File: src/rtl/tx_parity_serial.sv
// tx_parity_serial: UART-style serialiser sending start, 8 data bits LSB first, odd parity and stop bits
module tx_parity_serial #(
  parameter int CLKS_PER_BIT = 1,
  parameter int STOP_BITS    = 1
) (
  input  logic       clk,
  input  logic       reset,
  input  logic [7:0] tx_data,
  input  logic       tx_valid,
  output logic       tx_ready,
  output logic       out,
  output logic       busy,
  output logic       done
);
  typedef enum logic [2:0] {IDLE, START, DATA, PARITY, STOP} state_t;
  localparam logic [15:0] LAST_CNT  = 16'(CLKS_PER_BIT - 1);
  localparam logic [2:0]  LAST_STOP = 3'(STOP_BITS - 1);
  state_t      state_q, state_d;
  logic [15:0] cnt_q, cnt_d;
  logic [2:0]  idx_q, idx_d;
  logic [7:0]  sh_q, sh_d;
  logic        par_q, par_d, out_q, out_d;
  logic        bit_end, frame_end, accept;
  assign bit_end   = cnt_q == LAST_CNT;
  assign frame_end = state_q == STOP && bit_end && idx_q == LAST_STOP;
  assign tx_ready  = state_q == IDLE || frame_end;
  assign accept    = tx_valid && tx_ready;
  assign busy      = state_q != IDLE;
  assign done      = frame_end;
  assign out       = out_q;
  // next state; the line value is derived from the next state so out stays a pure register
  always_comb begin
    state_d = state_q;
    cnt_d   = bit_end ? 16'd0 : cnt_q + 16'd1;
    idx_d   = idx_q;
    sh_d    = sh_q;
    par_d   = par_q;
    case (state_q)
      IDLE:   cnt_d = 16'd0;
      START:  if (bit_end) begin state_d = DATA; idx_d = 3'd0; end
      DATA:   if (bit_end) begin
                if (idx_q == 3'd7) state_d = PARITY;
                else begin idx_d = idx_q + 3'd1; sh_d = sh_q >> 1; end
              end
      PARITY: if (bit_end) begin state_d = STOP; idx_d = 3'd0; end
      STOP:   if (bit_end) begin
                if (idx_q != LAST_STOP) idx_d = idx_q + 3'd1;
                else state_d = IDLE;
              end
      default: state_d = IDLE;
    endcase
    if (accept) begin
      state_d = START;
      cnt_d   = 16'd0;
      idx_d   = 3'd0;
      sh_d    = tx_data;
      par_d   = ~^tx_data;
    end
    out_d = state_d == START  ? 1'b0 :
            state_d == DATA   ? sh_d[0] :
            state_d == PARITY ? par_d : 1'b1;
  end
  // state register; reset aborts any frame in flight
  always_ff @(posedge clk) begin
    if (reset) begin
      state_q <= IDLE;
      cnt_q   <= '0;
      idx_q   <= '0;
      sh_q    <= '0;
      par_q   <= 1'b0;
      out_q   <= 1'b1;
    end else begin
      state_q <= state_d;
      cnt_q   <= cnt_d;
      idx_q   <= idx_d;
      sh_q    <= sh_d;
      par_q   <= par_d;
      out_q   <= out_d;
    end
  end
endmodule

File: config.mk
export PLATFORM = sky130hd
export DESIGN_NAME = tx_parity_serial
export DESIGN_NICKNAME = d
export VERILOG_FILES = /design/src/rtl/tx_parity_serial.sv
export SDC_FILE = /design/constraint.sdc
export NUM_CORES = 1
export LEC_CHECK = 0
export ABC_AREA = 1
export BUFFER_PORTS_ARGS = -buffer_cell sky130_fd_sc_hd__buf_2
export CORE_MARGIN = 2
export CORE_UTILIZATION = 59
export CTS_CLUSTER_DIAMETER = 150
export CTS_CLUSTER_SIZE = 14
export DETAILED_ROUTE_END_ITERATION = 12
export PLACE_DENSITY = 0.76
export SLEW_MARGIN = 15
export SYNTH_ARGS = -nofsm -noshare
export SYNTH_HDL_FRONTEND = slang
export SYNTH_SLANG_ARGS = --single-unit
File: constraint.sdc
create_clock -name clk -period 2.1 [get_ports clk]
set_input_delay 0 -clock clk [delete_from_list [all_inputs] [get_ports clk]]
set_output_delay 0 -clock clk [all_outputs]
set_load 0.01 [all_outputs]
==> results.txt <==
In this run the tool buffered the top-level ports with 14 buffer cells. The region available for standard cell placement spans 3080 µm². The number of H-tree branching levels was 2.

The critical path is of the reg2reg type. The average routed wire per standard cell is 10.5 µm, and the overflow left after global routing is 0. For the pin with the worst max-slew slack, the measured transition is 0.328 ns. The top cell type by area accounts for 33.2% of the synthesized area. Routability-driven placement finished with a final weighted congestion of 0.858.

The portion of synthesized area spent on multiplexers is 0%. The maximum buffer depth of the clock tree was 2; the area of the multi-input gates was 1140 µm². Registers take 642 µm². The hold violation total from the final report is 0, and the synthesis warning total is 0. The routed design has 3800 µm of wire.

The tools report the initial cell density of the core as 62.6%. CTS placed an instance of sky130_fd_sc_hd__clkbuf_4 at the clock tree root. The flow ran to the end, and the final reports show no timing, DRC or antenna violations. The arithmetic-cell share of the synthesized area counting full adders, half adders and majority gates was 3.24%. In this run the core area contains 20 standard-cell rows. In this run, synthesis produced a sequential element count of 32. The filler cells instantiated in the layout total 260. Final count of pins violating max slew: 0. First-pass GRT wire length: 6400 µm.

The design draws 1.23 mW. Setup violations remaining at the end of the flow were counted as 0. Max-cap violations in this run came to 0.

In this run, the number of DRC markers left after iteration 0 of detailed routing was 108. The power density over the cells works out to 557 nW/µm². The worst min-delay path endpoint is sh_q[7]. The synthesized-area fraction occupied by xor and xnor cells is 2.27%. The fraction of registers with async set/reset came out at 0%.

The count of clock tree sinks was 32. Kind of capture point of the worst setup path: a flop. The fraction of the mapped netlist area in compound gates came out at 9.21%.

After routing, the total negative slack on setup checks comes to 0 ns. Using the TritonRoute via totals, the vias-per-cell ratio works out to 4.98. The number of antenna violations at the first check in global routing was 0. The via count of the first global-routing pass was 1,502; the number of synthesized flops with an enable pin was 0.

Of the cells placed in the final design, the portion with a size suffix greater than 1 is 18.3%. The simple logic cell fraction of the synthesized area was 43.7%; the final clock skew was 0.0101 ns. For this run, the total global-route usage over all layers was measured as 23.2%. Of all cell types, the one taking the most synthesized area is sky130_fd_sc_hd__dfxtp_1. For this design the top-level I/O count stands at 15. The cell area that synthesis handed to floorplanning was 1930 µm². For this run, the leading register cell type out of synthesis is sky130_fd_sc_hd__dfxtp_1.

In the synthesized netlist, the number of instances is 286. For this block, the via count after detailed routing is 1,796. The tools report the number of CTS-inserted buffers as 5. The tightest min-delay check is of the in2reg type.

Required time reported for the critical path endpoint: 2.33 ns. The net count of the finished layout is 332. The die is 61.2 µm wide. Sorting the synthesized cells by area gives the leading types as sky130_fd_sc_hd__dfxtp_1, sky130_fd_sc_hd__nand2_1, sky130_fd_sc_hd__nor2_1. Minimum clock period: 1.95 ns. The worst register-to-register path has a depth of 9.

Along the worst path, the maximum fanout reaches 13. Most instantiated library cell after synthesis: sky130_fd_sc_hd__nand2_1. The die footprint is 3740 µm², and the leakage power total is 1.04 nW. The first detailed-routing pass took 4 iterations.

By area, the combinational part of the netlist is dominated by simple AND/OR/NAND/NOR gates. Of the synthesized area, sequential elements account for 33.2%. 0 antenna diodes ended up in the layout. The DRC violations left was 0. Derived from the worst setup path, the maximum achievable clock frequency is 0.512 GHz. Setup repair after global routing left no endpoint under its margin. STA classifies the critical path startpoint as a flop. The worst register-to-register path begins at cnt_q[10].

The endpoint identified for the worst register-to-register timing path is sh_q[0]. After synthesis, the most frequently instantiated cells are sky130_fd_sc_hd__nand2_1, sky130_fd_sc_hd__nor2_1, sky130_fd_sc_hd__inv_1, sky130_fd_sc_hd__dfxtp_1, sky130_fd_sc_hd__nand3_1. The tools report the data arrival time of the worst path as 2.18 ns. The run gives 0.15 ns as the flop-to-flop setup slack.

For the clock latency on the worst-skew pair, the log shows 0.34 ns. The worst hold path begins at tx_valid. The peak supply drop came out at 0.511 mV. Relative to the synthesized area, the layout overhead comes to 14.7%. Entering global routing, the biggest net connects 14 pins. A synthesized cell averages 6.74 µm².

TritonCTS built the clock tree. The worst slew slack as a fraction of its limit was 78.0%; the cell count of the worst hold path was 5. For the post-detailed-route count of antenna-violating nets, the log shows 0.

Once detailed placement completed, the half-perimeter wirelength came to 2820 µm. Synthesis produced a netlist with a net count of 302. The netlist uses 29 different library cells. After layout, the worst path uses 93.0% of the clock period. The floorplan step set the die height to 61.2 µm. The clock transition at the registers of the reported paths works out to 0.10 ns.
==> flip-flops by register name (all words and copies together), names as in the netlist <==
signal and flops:
cnt_q 16, idx_q 3, out 1, par_q 1
sh_q 8, state_q 3
==> through the flow <==
step / util, % / cells / area, µm² / worst slack, ns / hold WS [ns]
global route: 71.9 / 361 / 2210 / 0.00150 / 0.105
detailed placement: 66.3 / 343 / 2040 / 0.442 / 0.273
floorplan: - / 286 / 1930 / 0.604 / 0.0691
global placement: 66.3 / 343 / 2040 / 0.482 / 0.266
CTS: 71.2 / 360 / 2190 / 0.0740 / 0.0633
finish: 71.9 / 361 / 2210 / 0.146 / 0.0751
==> where the power goes <==
group	total, mW	leakage [nW]	switching, mW	internal, mW
Clock	0.367	0.0326	0.202	0.165
Combinational	0.214	0.745	0.127	0.0879
Sequential	0.651	0.261	0.0168	0.634
Total	1.23	1.04	0.345	0.887
==> routing by layer <==
layer  GRT usage, %  vias up  part of all wire [%]
met1           32.8      793                    51
met3           5.67        9                   3.4
met5              0        -                     0
met2           33.9       26                    44
li1               -      968                     -
met4           9.63        0                   1.7
==> worst max-delay path by stage <==
stage,endpoint,depth (start not counted),start,slack [ns]
floorplan,sh_q[4],9,cnt_q[0],0.60
global placement,out,10,cnt_q[0],0.48
detailed placement,cnt_q[13],9,cnt_q[0],0.44
CTS,sh_q[0],10,cnt_q[0],0.07
global route,sh_q[0],9,cnt_q[9],0.001
finish,sh_q[0],9,cnt_q[10],0.15
==> logic make-up (layout without fill, tap and decap cells) <==
family	after synthesis	in the layout
compound gates	30	30
xor+xnor	5	5
fa+ha+maj	5	5
buf+inv	41	72
flops	32	32
simple gates	173	173
==> area by class of cell <==
cell class | count | area share, %
inverters | 40 | 6.79
flip-flops and latches | 32 | 29.0
multi-input cells | 213 | 51.5
well taps | 44 | 2.49
clock buffers | 8 | 2.66
repair buffers | 24 | 7.58
==> cell usage in the layout (no fill, tap or decap), types with 3 or more instances in the layout <==
master,count
sky130_fd_sc_hd__inv_1,33
sky130_fd_sc_hd__nor3_1,5
sky130_fd_sc_hd__nand2_2,3
sky130_fd_sc_hd__o211a_1,3
sky130_fd_sc_hd__o21ai_1,3
sky130_fd_sc_hd__clkbuf_4,5
sky130_fd_sc_hd__o21ai_0,5
sky130_fd_sc_hd__a21oi_1,15
sky130_fd_sc_hd__ha_1,5
sky130_fd_sc_hd__inv_2,5
sky130_fd_sc_hd__buf_2,14
sky130_fd_sc_hd__nor2_4,5
sky130_fd_sc_hd__xnor2_1,3
sky130_fd_sc_hd__nand3_2,8
sky130_fd_sc_hd__nor2_1,42
sky130_fd_sc_hd__dfxtp_1,31
sky130_fd_sc_hd__nor2_2,8
sky130_fd_sc_hd__nand2_1,72
sky130_fd_sc_hd__dlygate4sd3_1,9
sky130_fd_sc_hd__nand3_1,21
sky130_fd_sc_hd__nand4_1,3
==> worst max-delay path, stage by stage, from the launching register on <==
cell,delay (ns)
sky130_fd_sc_hd__dfxtp_1,0.38
sky130_fd_sc_hd__nor2_1,0.13
sky130_fd_sc_hd__nand2_1,0.13
sky130_fd_sc_hd__nor2_4,0.18
sky130_fd_sc_hd__nand3_4,0.11
sky130_fd_sc_hd__nand2_4,0.09
sky130_fd_sc_hd__nand2_4,0.11
sky130_fd_sc_hd__nand2_1,0.11
sky130_fd_sc_hd__a21oi_1,0.06
sky130_fd_sc_hd__dlygate4sd3_1,0.54
==> what timing repair did <==
item,in CTS,in global routing
hold buffers,9,0
hold endpoints to repair,12,0
setup endpoints to repair,0,1
gates resized for setup,0,4
setup buffers,0,1
No activity file was read; power rests on OpenSTA's default activity.
